**config.mk**
```make
export PLATFORM = sky130hd
export DESIGN_NAME = sprite_plotter
export DESIGN_NICKNAME = d
export VERILOG_FILES = /design/src/rtl/sprite_plotter.sv
export SDC_FILE = /design/constraint.sdc
export NUM_CORES = 1
export LEC_CHECK = 0
export CORE_MARGIN = 8
export CORE_UTILIZATION = 50
export DETAILED_ROUTE_END_ITERATION = 6
export PLACE_DENSITY = 0.76
export RECOVER_POWER = 50
export SYNTH_ARGS = -nofsm -noshare
export SYNTH_HDL_FRONTEND = slang
export SYNTH_SLANG_ARGS = --single-unit
```
**constraint.sdc**
```tcl
create_clock -name clk -period 2.4 [get_ports clk]
set_input_delay 0.48 -clock clk [delete_from_list [all_inputs] [get_ports clk]]
set_output_delay 0.48 -clock clk [all_outputs]
set_load 0.05 [all_outputs]
```
**src/rtl/sprite_plotter.sv**
```systemverilog
// sprite_plotter: consumer end of the sprite-drawing interface.
// Captures one draw request (base x/y, colour, erase) and rasterises a
// SPRITE_W x SPRITE_H box as one pixel write per clock for the VGA adapter.
// Pixels whose column/row fall off-screen are issued with vga_plot low.
//
// Ports:
//   clk        system clock, rising edge
//   reset_N    asynchronous active-low reset
//   abort      synchronous cancel, returns to IDLE on the next edge
//   req        draw request (level, held until ack)
//   x_in/y_in  sprite top-left column/row
//   colour_in  sprite colour
//   erase      1 = draw colour 000 instead of colour_in
//   ack        one-cycle pulse: request captured
//   busy       high while not idle
//   done       one-cycle pulse after the last pixel cycle
//   vga_x/vga_y/vga_colour/vga_plot  registered pixel write
module sprite_plotter #(
   parameter int unsigned SPRITE_W = 10,
   parameter int unsigned SPRITE_H = 10,
   parameter int unsigned SCREEN_W = 160,
   parameter int unsigned SCREEN_H = 120
) (
   input  logic       clk,
   input  logic       reset_N,
   input  logic       abort,
   input  logic       req,
   input  logic [7:0] x_in,
   input  logic [6:0] y_in,
   input  logic [2:0] colour_in,
   input  logic       erase,
   output logic       ack,
   output logic       busy,
   output logic       done,
   output logic [7:0] vga_x,
   output logic [6:0] vga_y,
   output logic [2:0] vga_colour,
   output logic       vga_plot
);

   localparam logic [4:0] ColLast = 5'(SPRITE_W - 1);
   localparam logic [4:0] RowLast = 5'(SPRITE_H - 1);
   localparam logic [8:0] ScrWLim = 9'(SCREEN_W);
   localparam logic [7:0] ScrHLim = 8'(SCREEN_H);

   typedef enum logic [1:0] {StIdle, StDraw, StFinish} state_e;

   state_e     state_q, state_d;
   logic [4:0] col_q, col_d, row_q, row_d;
   logic [7:0] xb_q, xb_d;
   logic [6:0] yb_q, yb_d;
   logic [2:0] colour_q, colour_d;
   // Set once the final pixel has been registered; the following DRAW edge
   // emits done instead of another pixel.
   logic       last_q, last_d;
   logic       ack_q, ack_d, busy_q, busy_d, done_q, done_d, plot_q, plot_d;
   logic [7:0] vx_q, vx_d;
   logic [6:0] vy_q, vy_d;
   logic [2:0] vc_q, vc_d;

   // Sums are one bit wider than the coordinates so a wrap past 255/127
   // is still seen as off-screen.
   logic [8:0] x_sum;
   logic [7:0] y_sum;
   logic       on_screen;

   assign x_sum     = {1'b0, xb_q} + {4'b0, col_q};
   assign y_sum     = {1'b0, yb_q} + {3'b0, row_q};
   assign on_screen = (x_sum < ScrWLim) && (y_sum < ScrHLim);

   always_comb begin
      state_d  = state_q;
      col_d    = col_q;
      row_d    = row_q;
      xb_d     = xb_q;
      yb_d     = yb_q;
      colour_d = colour_q;
      last_d   = last_q;
      ack_d    = 1'b0;
      done_d   = 1'b0;
      plot_d   = 1'b0;
      busy_d   = busy_q;
      vx_d     = vx_q;
      vy_d     = vy_q;
      vc_d     = vc_q;

      if (abort) begin
         state_d = StIdle;
         col_d   = '0;
         row_d   = '0;
         last_d  = 1'b0;
         busy_d  = 1'b0;
      end else begin
         unique case (state_q)
            StIdle: begin
               busy_d = 1'b0;
               if (req) begin
                  xb_d     = x_in;
                  yb_d     = y_in;
                  colour_d = erase ? 3'b000 : colour_in;
                  col_d    = '0;
                  row_d    = '0;
                  last_d   = 1'b0;
                  ack_d    = 1'b1;
                  busy_d   = 1'b1;
                  state_d  = StDraw;
               end
            end
            StDraw: begin
               busy_d = 1'b1;
               if (last_q) begin
                  done_d  = 1'b1;
                  last_d  = 1'b0;
                  state_d = StFinish;
               end else begin
                  vx_d   = x_sum[7:0];
                  vy_d   = y_sum[6:0];
                  vc_d   = colour_q;
                  plot_d = on_screen;
                  if (col_q == ColLast) begin
                     col_d = '0;
                     if (row_q == RowLast) begin
                        row_d  = '0;
                        last_d = 1'b1;
                     end else begin
                        row_d = row_q + 5'd1;
                     end
                  end else begin
                     col_d = col_q + 5'd1;
                  end
               end
            end
            StFinish: begin
               busy_d  = 1'b0;
               state_d = StIdle;
            end
            default: begin
               busy_d  = 1'b0;
               state_d = StIdle;
            end
         endcase
      end
   end

   always_ff @(posedge clk or negedge reset_N) begin
      if (!reset_N) begin
         state_q  <= StIdle;
         col_q    <= '0;
         row_q    <= '0;
         xb_q     <= '0;
         yb_q     <= '0;
         colour_q <= '0;
         last_q   <= 1'b0;
         ack_q    <= 1'b0;
         busy_q   <= 1'b0;
         done_q   <= 1'b0;
         plot_q   <= 1'b0;
         vx_q     <= '0;
         vy_q     <= '0;
         vc_q     <= '0;
      end else begin
         state_q  <= state_d;
         col_q    <= col_d;
         row_q    <= row_d;
         xb_q     <= xb_d;
         yb_q     <= yb_d;
         colour_q <= colour_d;
         last_q   <= last_d;
         ack_q    <= ack_d;
         busy_q   <= busy_d;
         done_q   <= done_d;
         plot_q   <= plot_d;
         vx_q     <= vx_d;
         vy_q     <= vy_d;
         vc_q     <= vc_d;
      end
   end

   assign ack        = ack_q;
   assign busy       = busy_q;
   assign done       = done_q;
   assign vga_x      = vx_q;
   assign vga_y      = vy_q;
   assign vga_colour = vc_q;
   assign vga_plot   = plot_q;

endmodule

```
==> results.sh <==
export IMPL_initial_core_util_pct=51.83
export IMPL_post_synthesis_adder_cell_area_fraction_pct=8.079
export IMPL_critical_path_cell_list="dlygate4sd3_1 > nor3_1 > clkbuf_1 > mux2_2"
export IMPL_rows=26
export IMPL_req_time_crit_path_ps=2590
export IMPL_clock_tree_from_tritoncts="yes"
export IMPL_run_status="completed"
export IMPL_powerDensity_nw_per_um2=828.1
export IMPL_dominantRegCellSynth="sky130_fd_sc_hd__dfrtp_1"
export IMPL_synth_compound_area_share_pct=14.00
export IMPL_seq_area_sq_um=1326
export IMPL_maxCapViolations=0
export IMPL_hold_crit_class="primary input to async pin"
export IMPL_post_route_min_period_ps=2223
export IMPL_fraction_of_registers_with_async_set_reset_pct=100.0
export IMPL_intPower_mw=1.678
export IMPL_final_layout_size_suffix_gt1_share_pct=11.18
export IMPL_synth_largest_area_cell="sky130_fd_sc_hd__dfrtp_1"
export IMPL_worst_skew_pair_late_latency_ps=300
export IMPL_dp_hpwl_um=4104
export IMPL_synth_fp_nets=290
export IMPL_synth_seq_area_share_pct=49.79
export IMPL_postCtsResizedCells=0
export IMPL_report_final_slew_viol_count=0
export IMPL_design_core_area_sq_um=5140
export IMPL_final_hold_violation_count=0
export IMPL_final_min_period_over_clock_period_pct=92.64
export IMPL_die_h_um=88.99
export IMPL_clock_tree_root_cell="sky130_fd_sc_hd__clkbuf_8"
export IMPL_groute_usage_overall_pct=14.85
export IMPL_nFillCells=449
export IMPL_io_pins=45
export IMPL_main_combinational_cell_family_by_area_after_synthesis="simple AND/OR/NAND/NOR gates"
export IMPL_final_nets=342
export IMPL_cp_slowest_stage_delay_ps=640
export IMPL_timing_worst_slew_pin_value_ps=1387
export IMPL_synth_mux_area_share_pct=5.073
export IMPL_cpMaxStageDelayCell="sky130_fd_sc_hd__dlygate4sd3_1"
export IMPL_clk_pin_slew_worst_paths_ps=100
export IMPL_rsz0062_at_grt="no"
export IMPL_gp_routability_congestion=0.8184
export IMPL_timing_slew_headroom_pct=7.528
export IMPL_synth_warnings=0
export IMPL_synth_distinct_cells=46
export IMPL_initial_antenna_violation_count=0
export IMPL_critPathLaunch="abort"
export IMPL_combPwrFrac_pct=37.4
export IMPL_syn_cell_area_sq_um=2664
export IMPL_vias=1962
export IMPL_setup_viol=0
export IMPL_synth_largest_type_area_fraction_pct=49.79
export IMPL_tritoncts_num_buffers=5
export IMPL_timing_setup_tns_ps=0
export IMPL_grt_start_max_net_pins=34
export IMPL_max_clock_freq_mhz=449.8
export IMPL_vias_per_cell=5.246
export IMPL_cp_start_kind="primary input"
export IMPL_synth_seq_cells=53
export IMPL_postCtsHoldBufs=0
export IMPL_grt_pass1_wl_um=9280
export IMPL_finalPower_mw=2.718
export IMPL_clockPowerShare_pct=19.2
export IMPL_detail_route_first_pass_iterations=4
export IMPL_tritoncts_num_sinks=53
export IMPL_leakagePower_nw=1.413
export IMPL_fin_util_pct=63.85
export IMPL_multiInputGateArea_sq_um=1254
export IMPL_synth_simple_area_share_pct=16.20
export IMPL_critPathKind="primary input to flop"
export IMPL_globalRoute_totalOverflow=0
export IMPL_swShare_pct=38.27
export IMPL_die_outline_area_sq_um=7919
export IMPL_synth_xor_area_share_pct=4.274
export IMPL_drt_initial_drc_count=95
export IMPL_critPathMaxFanout=16
export IMPL_power_switching_mw=1.040
export IMPL_port_buffer_count=44
export IMPL_arrival_ps=2420
export IMPL_max_vdd_ir_drop_mv=0.5172
export IMPL_drt_total_wl_um=5396
export IMPL_path_delay_family="buffers and inverters"
export IMPL_worstReg2RegStart="col_q[0]"
export IMPL_post_cts_buffers=0
export IMPL_synth_top_cells_by_area="sky130_fd_sc_hd__dfrtp_1 50%, sky130_fd_sc_hd__ha_1 6.6%, sky130_fd_sc_hd__nand2_1 5.1%"
export IMPL_per_instance_average_area_after_synthesis_sq_um=10.61
export IMPL_mostFrequentLayoutCell="sky130_fd_sc_hd__dfrtp_1"
export IMPL_remaining_drc_errors=0
export IMPL_grt_pass1_vias=2054
export IMPL_clockBufferDepth=2
export IMPL_synth_edf_count=0
export IMPL_syn_inst=251
export IMPL_num_antenna_cells=0
export IMPL_power_frac_seq_pct=43.4
export IMPL_leading_cell_types_in_the_layout_fill_and_taps_excluded="53 x sky130_fd_sc_hd__dfrtp_1, 42 x sky130_fd_sc_hd__clkdlybuf4s50_1, 36 x sky130_fd_sc_hd__nand2_1, 19 x sky130_fd_sc_hd__o21ai_0, 15 x sky130_fd_sc_hd__o21ai_1"
export IMPL_routed_wire_length_per_instance_um=14.43
export IMPL_worst_setup_path_end_kind="flop"
export IMPL_critPathBufInv=2
export IMPL_drt_antenna_violating_nets=0
export IMPL_cts_max_level=2
export IMPL_die_width_um=88.99
export IMPL_area_growth_pct=23.20
export IMPL_finalClockSkew_ps=8.408
-- final cells by class --
type	instances	share of cell area [%]
clock buffers	6	2.516
clock inverters	2	0.4194
inverters	11	1.258
multi-input cells	181	38.20
flip-flops and latches	53	40.41
well taps	70	2.669
repair buffers	51	14.53
-- Yosys cell counts (2+ instances only) --
cell type,n
sky130_fd_sc_hd__ha_1,14
sky130_fd_sc_hd__nand3_1,4
sky130_fd_sc_hd__or2_1,2
sky130_fd_sc_hd__clkbuf_1,4
sky130_fd_sc_hd__o21ai_0,19
sky130_fd_sc_hd__inv_1,11
sky130_fd_sc_hd__xor2_1,5
sky130_fd_sc_hd__nand2_1,36
sky130_fd_sc_hd__dfrtp_1,53
sky130_fd_sc_hd__or4_1,2
sky130_fd_sc_hd__nand3b_1,3
sky130_fd_sc_hd__nor2_1,9
sky130_fd_sc_hd__o2111ai_1,2
sky130_fd_sc_hd__o21ai_2,2
sky130_fd_sc_hd__nand4bb_1,2
sky130_fd_sc_hd__fa_1,2
sky130_fd_sc_hd__a211oi_1,3
sky130_fd_sc_hd__o21ai_1,15
sky130_fd_sc_hd__or2_2,2
sky130_fd_sc_hd__a21oi_1,8
sky130_fd_sc_hd__o31ai_1,3
sky130_fd_sc_hd__xnor2_1,8
sky130_fd_sc_hd__mux2_2,12
sky130_fd_sc_hd__nand2b_1,6
sky130_fd_sc_hd__and2_1,3
-- power by group through the flow --
| stage | logic (mW) | clock network, mW | registers (mW) |
|---|---|---|---|
| floorplan | 0.317 | 0 | 1.54 |
| global placement | 1.02 | 0 | 1.19 |
| detailed placement | 1.03 | 0 | 1.20 |
| CTS | 1.04 | 0.540 | 1.18 |
| global route | 1.09 | 0.570 | 1.21 |
| finish | 1.02 | 0.521 | 1.18 |
-- logic make-up (layout without fill, tap and decap cells) --
kind of cell | Yosys count | count (layout)
xor gates and xnor gates | 13 | 13
buffers and inverters | 17 | 70
adders and majority gates | 16 | 16
and+or+nand+nor | 79 | 79
DFF | 53 | 53
AOI/OAI and AO/OA | 61 | 61
muxes | 12 | 12
-- final timing paths --
| path | slack, ps | end | cells after the start |
|---|---|---|---|
| worst max-delay path | 180 | xb_q[6] | 4 |
| worst min-delay path | 470 | xb_q[1] | 1 |
| worst max register to register | 180 | vga_plot | 8 |
| worst min register to register | 490 | vga_x[0] | 2 |
| max in group asynchronous | 600 | yb_q[0] | 2 |
| min in group clk | 490 | vga_x[0] | 2 |
-- per-layer routing --
| metal | up-vias | global-route usage, % | share of wire [%] |
|---|---|---|---|
| li1 | 978 | - | - |
| met1 | 934 | 18.12 | 46 |
| met2 | 43 | 26.08 | 48 |
| met3 | 7 | 3.125 | 4.5 |
| met4 | 0 | 3.474 | 1.1 |
| met5 | - | 0 | 0 |
-- worst register-to-register path: stages, from the launching register on --
cell and delay (ps):
sky130_fd_sc_hd__dfrtp_1 450, sky130_fd_sc_hd__ha_1 240, sky130_fd_sc_hd__inv_1 70, sky130_fd_sc_hd__fa_1 380, sky130_fd_sc_hd__nand2b_1 170, sky130_fd_sc_hd__a21oi_1 180
sky130_fd_sc_hd__o21bai_1 90, sky130_fd_sc_hd__a311o_1 340, sky130_fd_sc_hd__and4bb_1 200
-- flip-flops by register name, summed over array words and instances, names as in the netlist --
register    flops
vga_y           7
vga_colour      3
state_q         2
vga_plot        1
vga_x           8
done            1
last_q          1
xb_q            8
yb_q            7
ack             1
colour_q        3
col_q           5
row_q           5
busy            1
-- metrics by stage --
stage,cells,hold WS [ps],setup slack [ps],instance area (sq um)
CTS,374,196.3,186.9,3321
floorplan,251,184.4,241.6,2664
finish,374,472.2,176.7,3282
global placement,366,460.3,252.3,3224
global route,374,512.4,40.19,3282
detailed placement,366,463.9,217.4,3224
No activity file was read; power rests on OpenSTA's default activity.
